$ cat src/rtl/div_radix2.sv
// Multi-cycle restoring radix-2 divider for DIV/DIVU.
// Produces one quotient bit per cycle and returns {remainder, quotient}.
module div_radix2 #(
  parameter int WIDTH = 32,
  parameter int CNT_W = 6
) (
  input  logic               clk,
  input  logic               rst,
  input  logic               signed_div_i,
  input  logic [WIDTH-1:0]   opdata1_i,
  input  logic [WIDTH-1:0]   opdata2_i,
  input  logic               start_i,
  input  logic               annul_i,
  output logic [2*WIDTH-1:0] result_o,
  output logic               ready_o,
  output logic               busy_o
);

  typedef enum logic [1:0] {S_IDLE, S_DIVZERO, S_ON, S_END} state_t;

  state_t           r_state;
  logic [CNT_W-1:0] r_cnt;
  logic [WIDTH-1:0] r_dividend;
  logic [WIDTH-1:0] r_divisor;
  logic [WIDTH-1:0] r_rem;
  logic             r_signed;
  logic             r_sign_q;
  logic             r_sign_r;

  logic [WIDTH-1:0] w_abs1;
  logic [WIDTH-1:0] w_abs2;
  logic [WIDTH:0]   w_rem_sh;
  logic [WIDTH+1:0] w_diff;
  logic             w_ge;
  logic [WIDTH-1:0] w_rem_nx;
  logic [WIDTH-1:0] w_quo_nx;
  logic [WIDTH-1:0] w_quo_fix;
  logic [WIDTH-1:0] w_rem_fix;
  logic             w_last;

  // Negating 0x80..0 yields 0x80..0, which is the correct unsigned magnitude.
  assign w_abs1 = (signed_div_i && opdata1_i[WIDTH-1]) ? -opdata1_i : opdata1_i;
  assign w_abs2 = (signed_div_i && opdata2_i[WIDTH-1]) ? -opdata2_i : opdata2_i;

  // Extra top bit of the difference acts as the borrow of the trial subtract.
  assign w_rem_sh = {r_rem, r_dividend[WIDTH-1]};
  assign w_diff   = {1'b0, w_rem_sh} - {2'b00, r_divisor};
  assign w_ge     = ~w_diff[WIDTH+1];
  assign w_rem_nx = w_ge ? w_diff[WIDTH-1:0] : w_rem_sh[WIDTH-1:0];
  assign w_quo_nx = {r_dividend[WIDTH-2:0], w_ge};

  assign w_quo_fix = (r_signed && r_sign_q) ? -w_quo_nx : w_quo_nx;
  assign w_rem_fix = (r_signed && r_sign_r) ? -w_rem_nx : w_rem_nx;
  assign w_last    = (r_cnt == CNT_W'(WIDTH-1));

  assign busy_o = (r_state == S_DIVZERO) || (r_state == S_ON);

  always_ff @(posedge clk or negedge rst) begin
    if (!rst) begin
      r_state    <= S_IDLE;
      r_cnt      <= '0;
      r_dividend <= '0;
      r_divisor  <= '0;
      r_rem      <= '0;
      r_signed   <= 1'b0;
      r_sign_q   <= 1'b0;
      r_sign_r   <= 1'b0;
      result_o   <= '0;
      ready_o    <= 1'b0;
    end else begin
      case (r_state)
        S_IDLE: begin
          ready_o  <= 1'b0;
          result_o <= '0;
          if (start_i && !annul_i) begin
            if (opdata2_i == '0) begin
              r_state <= S_DIVZERO;
            end else begin
              r_dividend <= w_abs1;
              r_divisor  <= w_abs2;
              r_signed   <= signed_div_i;
              r_sign_q   <= opdata1_i[WIDTH-1] ^ opdata2_i[WIDTH-1];
              r_sign_r   <= opdata1_i[WIDTH-1];
              r_rem      <= '0;
              r_cnt      <= '0;
              r_state    <= S_ON;
            end
          end
        end
        S_DIVZERO: begin
          if (annul_i) begin
            r_state <= S_IDLE;
          end else begin
            result_o <= '0;
            ready_o  <= 1'b1;
            r_state  <= S_END;
          end
        end
        S_ON: begin
          if (annul_i) begin
            r_state  <= S_IDLE;
            ready_o  <= 1'b0;
            result_o <= '0;
          end else begin
            r_rem      <= w_rem_nx;
            r_dividend <= w_quo_nx;
            r_cnt      <= r_cnt + CNT_W'(1);
            if (w_last) begin
              result_o <= {w_rem_fix, w_quo_fix};
              ready_o  <= 1'b1;
              r_state  <= S_END;
            end
          end
        end
        S_END: begin
          if (!start_i || annul_i) begin
            r_state  <= S_IDLE;
            ready_o  <= 1'b0;
            result_o <= '0;
          end
        end
        default: r_state <= S_IDLE;
      endcase
    end
  end

endmodule

$ cat config.mk
export PLATFORM = sky130hd
export DESIGN_NAME = div_radix2
export DESIGN_NICKNAME = d
export VERILOG_FILES = /design/src/rtl/div_radix2.sv
export SDC_FILE = /design/constraint.sdc
export NUM_CORES = 1
export LEC_CHECK = 0
export ABC_AREA = 0
export BUFFER_PORTS_ARGS = -buffer_cell sky130_fd_sc_hd__buf_2
export CELL_PAD_IN_SITES_DETAIL_PLACEMENT = 1
export CELL_PAD_IN_SITES_GLOBAL_PLACEMENT = 1
export CORE_AREA = 2 2 177 179
export DETAILED_ROUTE_END_ITERATION = 12
export DIE_AREA = 0 0 179 181
export GPL_TIMING_DRIVEN = 0
export PLACE_DENSITY_LB_ADDON = 0.1
export SYNTH_ARGS = -nofsm -noshare
export SYNTH_HDL_FRONTEND = slang
export SYNTH_SLANG_ARGS = --single-unit
$ cat constraint.sdc
create_clock -name clk -period 4.3 [get_ports clk]
set_input_delay 0.43 -clock clk [delete_from_list [all_inputs] [get_ports clk]]
set_output_delay 0.43 -clock clk [all_outputs]
set_load 0.02 [all_outputs]
==> metrics.txt, run 1 <==
Worst slew margin=0.414; register area=4320 sq um; CTS Buf Count=17; Overflow after GRT=0; H-tree depth=4; first-pass GRT wire length=between 60000 and 70000 um; Synth top area share=0.359; vias post-DR=12000; fin crit share=0.969; I/O pin total=135; Seq/Total Area, Yosys=0.359; Worst Path Arrival=4.49 ns; Slew Limit Fails=0; FFs w/ async S/R, synth=1.00; initial antenna violation count=3; ANT nets after route=0; Post-Place Cell Area=13200 sq um; FMAX=240 MHz; final setup TNS=0 ns; via density per instance=5.71; final wirelength=approximately 45000 um; worst ir drop on vdd=370 uV; clk sinks=172; die height=181 um; Max stage delay on crit path=0.49 ns; Slowest-stage cell, CP=dfrtp_2; cell taking the most area after synthesis=dfrtp_1; critical path capture point type=flop; die area=32400 sq um; input/output buffers=134; Synth Net Count=1593; cell count after synthesis=~1500; Required @ worst endpoint=4.63 ns; power density over the cells=684 nW/um^2; Pwr Total=about 10 mW; CTS clk-pin slew, worst paths=~0.08 ns; CP top delay family=compound AO/OA/AOI/OAI gates; post-synth cell types=85; top cells by count, synth=nand2_1 (225), dfrtp_1 (172), o21ai_0 (158); vias in the first global route=12000; layout cells sized above 1=0.218; DR DRC count=0; Max Cap Viol=0; Worst path most repeated cell=ha_4; Initial Util=0.395; synthesized area per cell=8.09 sq um; Syn-to-layout area delta=23.9%; number of enable flip-flop cells after synthesis=0; die width=179 um; crit path cell chain=ha_4 > nand2_4 > a211oi_4 > o211ai_4 > a211o_4 > nand2_8 > buf_12 > nand2_1 > o21ai_4 > ha_4 > buf_6 > nor3b_4 > nand2_2 > nor3_4 > a31oi_4 > o41ai_4 > o2111ai_2 > o41a_1 > xnor2_1 > o21ai_1; clk_lat worst skew=0.46 ns; Ant. Diodes=0; Setup CP Type=reg2reg; Max clock buf depth=2; # fillers=about 3700; Least-Margin Pin Slew=0.870 ns; Buf+Inv Stages, Crit Path=2; CTS tree=done; DRT Pass-1 Iters=5; post-synthesis cell area=12000 sq um; worst-path maximum fanout=7; Synth Flop Type=dfrtp_1; Tightest Hold Check Type=in2reg; GRT Total Usage=0.279; final setup vio count=0; Leak Pwr=6.52 nW; FF+latch count, synth=172; Startpoint Class=flop; largest net degree at the start of global routing=115; initial drt markers=797; Final nets=1797; Final Hold Vio Count=0; Min Clock Period, post-route=4.17 ns; YS warnings=0; top-count cell post-synth=nand2_1; design area=14900 sq um; status=completed; clk_skew=around 0.019 ns; Post-DP HPWL=~34000 um; Root Buffer=clkbuf_16; Rows=64; Routed wire per std cell=21.3 um; GPL Wtd Cong=0.901; Core Region=30300 sq um; Multi-input gate area=7700 sq um; top post-synthesis cells by area=dfrtp_1 (36%), nand2_1 (7.0%), o21ai_0 (6.6%)
final timing paths:
| path | endpoint | slack (ns) | cells after the start | start |
|---|---|---|---|---|
| max | result_o[58] | 0.13 | 20 | r_rem[3] |
| min | r_divisor[31] | 0.29 | 3 | opdata2_i[31] |
| max reg2reg | result_o[58] | 0.13 | 20 | r_rem[3] |
| max in group asynchronous | r_rem[12] | 2.77 | 3 | rst |
| min in group asynchronous | r_divisor[6] | 0.50 | 2 | rst |
| min reg2reg | result_o[46] | 0.48 | 2 | result_o[46] |
cell families after synthesis:
| group | share of synthesized area |
|---|---|
| compound gates | 0.221 |
| fa+ha+maj | 0.0445 |
| xor+xnor | 0.109 |
| flops | 0.359 |
| buf+inv | 0.0484 |
| mux | 0.0169 |
| simple gates | 0.201 |
flip-flops by register name, indices dropped and copies added (netlist names):
name,cells
result_o,64
r_dividend,32
r_divisor,32
r_rem,32
r_cnt,6
r_state,2
r_sign_q,1
r_sign_r,1
r_signed,1
ready_o,1
metrics by stage:
| step | worst slack (ns) | hold WS [ns] | utilization | instances |
|---|---|---|---|---|
| detailed placement | -1.63 | 0.387 | 0.436 | 2013 |
| global route | -0.0180 | 0.290 | 0.489 | 2095 |
| floorplan | -0.0265 | 0.134 | - | 1482 |
| CTS | -0.164 | 0.282 | 0.475 | 2076 |
| global placement | -1.56 | 0.460 | 0.435 | 2012 |
| finish | 0.133 | 0.289 | 0.489 | 2095 |
worst min-delay path: cells and delay by family:
kind,cells,cell delay [ns]
buffers and inverters,1,0.13
AOI/OAI and AO/OA,2,0.14
area by class of cell:
class	count	share of cell area
multi-input combinational	1181	0.518
inverter	58	0.0152
clock buffer	19	0.0291
clock inverter	13	0.00893
timing repair buffer	193	0.0799
sequential	172	0.291
buffer	63	0.0240
tap	396	0.0334
where the power goes:
part | switching [mW] | internal, mW
clock network | 0.734 | 0.814
logic | 3.74 | 2.22
registers | 0.510 | 2.15
cell usage in the layout, fill, tap and decap left out, types with 6 or more instances in the layout:
cell	Yosys	final
ha_2	0	7
or4_1	7	7
nor3_1	32	30
xor2_1	80	80
inv_1	56	48
nand4_1	14	14
a221o_1	6	6
o21ai_0	158	152
a21oi_1	121	114
a31o_2	7	7
or3_1	14	14
inv_2	1	8
o21a_1	8	7
o41ai_1	8	8
clkbuf_1	35	36
ha_4	0	17
ha_1	41	17
nor2_1	149	145
buf_6	5	8
dfrtp_1	172	157
and3_1	8	8
clkbuf_16	0	17
nand2_1	225	217
nand3_1	18	17
a22o_1	10	10
a31oi_1	11	10
mux2i_1	18	17
a21o_1	12	12
nor4_1	18	18
o31ai_1	19	18
a211oi_1	10	7
buf_4	11	62
dfrtp_2	0	15
xnor2_1	69	68
o21ai_1	33	33
buf_2	13	139
metal layers:
metal / track usage / up-vias / routed length (um)
met4: 0.0846 / 0 / 1050
li1: - / 5619 / -
met5: 0 / - / 0
met2: 0.441 / 295 / 20800
met3: 0.0385 / 65 / 1770
met1: 0.394 / 5989 / 21100
what timing repair did:
action | in CTS | in global routing
gates resized for setup | 84 | 73
hold endpoints to repair | 58 | 0
setup buffers | 32 | 24
pin swaps | 20 | 17
hold buffers | 1 | 0
setup endpoints to repair | 30 | 19
cloned | 1 | 0
(Power assumes the default switching activity.)
==> inputs of run 2 (changes only) <==
--- a/config.mk
+++ b/config.mk
@@ -10,6 +10,7 @@
 export CELL_PAD_IN_SITES_DETAIL_PLACEMENT = 1
 export CELL_PAD_IN_SITES_GLOBAL_PLACEMENT = 1
 export CORE_AREA = 2 2 177 179
+export CTS_BUF_LIST = sky130_fd_sc_hd__clkbuf_2
 export DETAILED_ROUTE_END_ITERATION = 12
 export DIE_AREA = 0 0 179 181
 export GPL_TIMING_DRIVEN = 0
==> run 2 against run 1 <==
Against the previous run:
- routed wire length increased by 2.1%
- largest power group unchanged
- non-clock buffer count is 65 higher
- critical endpoint unchanged
- clock power fell by 43%
- clock skew grew 0.031 ns
==> metrics.txt, run 2 (same netlist as run 1, synthesis figures left out) <==
status=completed; Root Buffer=clkbuf_2; H-tree depth=4 (unchanged); first-pass GRT wire length=71000 um (+2.4%); met2 wire len=21200 um (+1.8%); Leak Pwr=6.66 nW (+2.1%); Final Hold Vio Count=0 (unchanged); Slew Limit Fails=0 (unchanged); GRT Total Usage=0.286 (+0.00748); fin crit share=0.989 (+0.0196); final wirelength=45600 um (+2.1%); initial antenna violation count=4 (+1); Min Clock Period, post-route=4.25 ns (+0.0842 ns); Worst slew margin=0.338 (-0.0762); clk_lat worst skew=0.87 ns (+0.41 ns); vias post-DR=12200 (+2.1%); final setup TNS=0 ns (unchanged); Syn-to-layout area delta=25.6%; Largest Register=result_o; Final nets=1862 (+3.6%); layout cells sized above 1=0.205 (-0.0137); worst hold slack=0.0595 ns (-0.230 ns); worst-path maximum fanout=4 (-3); FMAX=235 MHz (-2.0%); final setup vio count=0 (unchanged); clk sinks=172 (unchanged); RSZ-0062 raised after global routing=yes; Worst Path Arrival=5.05 ns (+0.56 ns); die width=179 um (unchanged); met3 wire len=1910 um (+8.2%); Max clock buf depth=2 (unchanged); R2R cell count=21 (+5.0%); die height=181 um (unchanged); worst ir drop on vdd=284 uV (-23%); Multi-input gate area=7560 sq um (-1.9%); CTS Buf Count=17 (unchanged); initial drt markers=791 (-0.75%); via density per instance=5.65 (-1.1%); Rows=64 (unchanged); Tightest Hold Check Type=in2async; register area=4330 sq um (+0.12%); Overflow after GRT=0 (unchanged); die area=32400 sq um (unchanged); most common cell after layout, fill and taps aside=nand2_1; most frequent cells in the layout=nand2_1 (219), dfrtp_1 (153), o21ai_0 (151); ANT nets after route=0 (unchanged); I/O pin total=135 (unchanged); Required @ worst endpoint=5.10 ns (+0.47 ns); DRT Pass-1 Iters=5 (unchanged); Least-Margin Pin Slew=0.983 ns (+0.113 ns); Post-DP HPWL=34000 um (unchanged); GPL Wtd Cong=0.901 (unchanged); input/output buffers=134 (unchanged); Core Region=30300 sq um (unchanged); largest net degree at the start of global routing=115 (unchanged); Max Cap Viol=0 (unchanged); DR top layer=met4; CTS tree=done; # fillers=3692 (+0.71%); Setup CP Type=reg2reg; CTS clk-pin slew, worst paths=0.30 ns (+0.22 ns); metal1 wirelength=21200 um (+0.46%); Startpoint Class=flop; Initial Util=0.395 (unchanged); vias in the first global route=12400 (+3.5%); DR DRC count=0 (unchanged); Routed wire per std cell=21.1 um (-1.0%); clk_skew=0.0501 ns (+0.0311 ns); power density over the cells=620 nW/um^2 (-9.3%); Largest register FFs=64 (unchanged); critical path capture point type=flop
run 2: worst paths after layout:
kind                                from              to  slack, ns
max in group asynchronous            rst     result_o[1]       3.13
max reg2reg                    r_rem[13]    result_o[58]       0.05
max                            r_rem[13]    result_o[58]       0.05
min in group clk           opdata1_i[19]  r_dividend[19]       0.09
min                                  rst    r_divisor[6]       0.06
min reg2reg                 result_o[46]    result_o[46]       0.51
run 2: what timing repair did:
item                                    4_1_cts  5_1_grt
gates cloned                                  1        0
setup buffers                                43        9
gates resized for setup                      95       36
hold buffers                                 67        0
pin swaps                                    22       11
endpoints found under the setup margin       30       21
hold endpoints to repair                    239        0
run 2: metrics by stage:
stage / setup slack [ns] / std cells / util / power [mW] / instance area, sq um
2_1_floorplan: -0.0265 / 1482 / - / 5.97 / 12000
3_3_place_gp: -1.56 / 2012 / 0.435 / 7.53 / 13200
3_5_place_dp: -1.63 / 2013 / 0.436 / 7.66 / 13200
4_1_cts: -0.0510 / 2151 / 0.488 / 9.07 / 14800
5_1_grt: -0.0532 / 2161 / 0.496 / 10.1 / 15100
6_report: 0.0489 / 2161 / 0.496 / 9.34 / 15100
run 2: routing by layer:
metal / global-route usage / vias up
li1: - / 5736
met1: 0.400 / 6088
met5: 0 / -
met4: 0.0969 / 0
met2: 0.457 / 322
met3: 0.0343 / 69
run 2: worst max-delay path, stage by stage (launching register included):
cell	delay (ns)
dfrtp_1	0.51
ha_1	0.33
clkbuf_8	0.15
and4_4	0.19
and2_4	0.16
a221oi_4	0.28
a211o_4	0.21
nand2_8	0.07
inv_8	0.07
buf_12	0.10
mux2i_4	0.25
ha_4	0.17
buf_6	0.10
nor3b_4	0.21
nand2_2	0.11
nor3_4	0.21
a31oi_4	0.15
o41ai_4	0.10
o2111ai_2	0.23
o41a_1	0.37
xnor2_1	0.18
o21ai_1	0.08
run 2: cell type report:
cell class | instances | share of cell area
diodes | 1 | 0.000166
plain buffers | 66 | 0.0270
clock buffers | 19 | 0.00632
clock inverters | 13 | 0.00881
inverters | 58 | 0.0150
multi-input cells | 1181 | 0.502
flip-flops and latches | 172 | 0.288
well taps | 396 | 0.0329
repair buffers | 255 | 0.120
run 2: where the power goes:
part | internal [mW] | switching (mW)
sequential | 2.14 | 0.470
clock | 0.231 | 0.660
combinational | 2.14 | 3.69
total | 4.51 | 4.82
==> inputs of run 3 (changes only) <==
--- a/config.mk
+++ b/config.mk
@@ -8,11 +8,12 @@
 export ABC_AREA = 0
 export BUFFER_PORTS_ARGS = -buffer_cell sky130_fd_sc_hd__buf_2
 export CELL_PAD_IN_SITES_DETAIL_PLACEMENT = 1
-export CELL_PAD_IN_SITES_GLOBAL_PLACEMENT = 1
-export CORE_AREA = 2 2 177 179
+export CELL_PAD_IN_SITES_GLOBAL_PLACEMENT = 2
+export CORE_AREA = 2 2 194 196
 export CTS_BUF_LIST = sky130_fd_sc_hd__clkbuf_2
+export CTS_CLUSTER_SIZE = 8
 export DETAILED_ROUTE_END_ITERATION = 12
-export DIE_AREA = 0 0 179 181
+export DIE_AREA = 0 0 196 198
 export GPL_TIMING_DRIVEN = 0
 export PLACE_DENSITY_LB_ADDON = 0.1
 export SYNTH_ARGS = -nofsm -noshare
==> run 3 against run 2 <==
Against the previous run:
- the flow now finishes with violations (setup timing)
- clock power rose by 18%
- first-iteration DRC count fell by 22%
- die area rose by 20%
- register-to-register slack got worse by 0.08 ns
- cell count rose by 3.7%
- critical path depth did not move
- routed wire length rose by 3.5%
- largest power group unchanged
- maximum frequency fell by 1.9%
- count of clock-buffer cells in the layout fell by 1
- power rose by 3.4%
- sequential power barely moved
==> metrics.txt, run 3 (same netlist as run 1, synthesis figures left out) <==
GRT Total Usage=0.247 (-0.0397); DRT Pass-1 Iters=5 (unchanged); Root Buffer=clkbuf_2; ANT nets after route=0 (unchanged); Largest Register=result_o; Largest register FFs=64 (unchanged); GPL Wtd Cong=0.835 (-7.3%); most common cell after layout, fill and taps aside=nand2_1; R2R cell count=21 (unchanged); critical path capture point type=flop; input/output buffers=134 (unchanged); Hold Path Origin=opdata1_i[13]; clk sinks=172 (unchanged); Max Cap Viol=0 (unchanged); worst ir drop on vdd=286 uV (+0.82%); via density per instance=5.34 (-5.5%); die width=196 um (+9.5%); failing checks=setup timing; Rows=71 (+11%); Final Hold Vio Count=0 (unchanged); CTS tree=done; most frequent cells in the layout=nand2_1 (218), dfrtp_1 (155), o21ai_0 (151); power density over the cells=630 nW/um^2 (+1.5%); design area=15300 sq um (+1.8%); Reg2Reg Launch Point=r_rem[9]; Tightest Hold Check Type=in2reg; Slew Limit Fails=0 (unchanged); die area=38800 sq um (+20%); Post-Place Cell Area=13300 sq um (+0.74%); largest net degree at the start of global routing=105 (-8.7%); Initial Util=0.324 (-0.0706); Required @ worst endpoint=5.04 ns (-0.06 ns); Core Region=37000 sq um (+22%); FMAX=231 MHz (-1.9%); initial drt markers=615 (-22%); final setup vio count=1 (+1); Syn-to-layout area delta=27.9%; vias post-DR=12000 (-2.0%); Worst Slack Setup Final=-0.0329 ns (-0.0818 ns); Worst slew margin=0.305 (-0.0324); Startpoint Class=flop; Worst Path Arrival=5.07 ns (+0.02 ns); status=complete, but fails checks; fin crit share=1.01 (+0.0190); Setup CP Type=reg2reg; CTS clk-pin slew, worst paths=0.27 ns (-0.03 ns); CTS Buf Count=17 (unchanged); I/O pin total=135 (unchanged); Min Clock Period, post-route=4.33 ns (+0.0818 ns); Least-Margin Pin Slew=1.03 ns (+0.0481 ns); Setup crit start=r_rem[9]; first-pass GRT wire length=72600 um (+2.3%); vias in the first global route=12200 (-1.4%); RSZ-0062 raised after global routing=yes; Max clock buf depth=2 (unchanged); Leak Pwr=6.72 nW (+0.94%); DR DRC count=0 (unchanged); Final nets=1863 (+0.054%); initial antenna violation count=1 (-3); final wirelength=47300 um (+3.5%); H-tree depth=4 (unchanged); Hold Path Stages=5; Pwr Total=9.65 mW (+3.4%); layout cells sized above 1=0.218 (+0.0129); Post-DP HPWL=35400 um (+3.9%); clk_skew=0.0604 ns (+0.0103 ns); Routed wire per std cell=21.1 um (-0.11%); worst-path maximum fanout=8 (+4); clk_lat worst skew=0.87 ns (about the same); die height=198 um (+9.4%); Overflow after GRT=0 (unchanged)
## run 3: cell count changes in the layout (fill, tap and decap cells not counted), moves of 3 or more
cell	previous run	this run
a21oi_1	113	110
bufinv_16	1	4
dlygate4sd3_1	67	57
ha_4	11	15
buf_4	60	73
ha_1	23	19
nand2_4	0	3
inv_8	4	1
## run 3: repair_timing
item | 4_1_cts | 5_1_grt
setup endpoints to repair | 33 | 20
setup buffers | 41 | 24
resized for setup | 96 | 67
gates cloned | 1 | 0
hold buffers | 57 | 0
endpoints found under the hold margin | 119 | 0
pin swaps | 25 | 15
## run 3: metal layers
| metal | vias to the layer above | track usage | share of wire |
|---|---|---|---|
| met5 | - | 0 | 0 |
| met4 | 0 | 0.0760 | 0.027 |
| met3 | 46 | 0.0332 | 0.025 |
| met2 | 173 | 0.392 | 0.46 |
| met1 | 6004 | 0.348 | 0.49 |
| li1 | 5742 | - | - |
## run 3: layout make-up
type,count,area [sq um]
fillers,4474,21600
plain buffers,64,395
well taps,474,593
multi-input cells,1181,7690
flip-flops and latches,172,4330
inverters,58,230
clock buffers,18,90.1
diodes,1,2.50
repair buffers,258,1800
clock inverters,14,191
## run 3: critical path, stage by stage (launching register included)
cell	delay, ns
dfrtp_2	0.52
ha_4	0.25
buf_6	0.13
and4_4	0.18
and2_4	0.17
a221oi_4	0.32
a211o_4	0.22
nand2_8	0.08
buf_12	0.14
buf_16	0.14
o21ai_4	0.18
ha_4	0.18
nand2_4	0.05
nor3_4	0.19
nand4_1	0.20
buf_4	0.22
inv_2	0.04
a32o_2	0.20
and4_4	0.30
a41oi_2	0.16
xnor2_2	0.24
o21ai_1	0.08
## run 3: worst paths after layout
path	end	slack, ns
max	result_o[60]	-0.03
min	r_dividend[13]	0.06
max reg2reg	result_o[60]	-0.03
min reg2reg	result_o[30]	0.50
max in group asynchronous	r_dividend[8]	3.21
min in group asynchronous	r_divisor[17]	0.11
## run 3: stage by stage
stage / util / setup slack, ns / cells / setup TNS [ns] / hold slack (ns)
3_5_place_dp: 0.361 / -1.90 / 2091 / -27.50 / 0.450
4_1_cts: 0.403 / -0.243 / 2220 / -0.749 / 0.000181
5_1_grt: 0.415 / -0.101 / 2240 / -0.405 / 0.00815
2_1_floorplan: - / -0.0265 / 1482 / -0.0265 / 0.134
3_3_place_gp: 0.360 / -1.88 / 2090 / -72.51 / 0.459
6_report: 0.415 / -0.0329 / 2240 / -0.0329 / 0.0575
## run 3: where the power goes
group	leakage [nW]	internal [mW]	switching, mW
sequential	2.23	2.14	0.472
clock	0.164	0.389	0.661
combinational	4.33	2.25	3.74
total	6.72	4.78	4.87
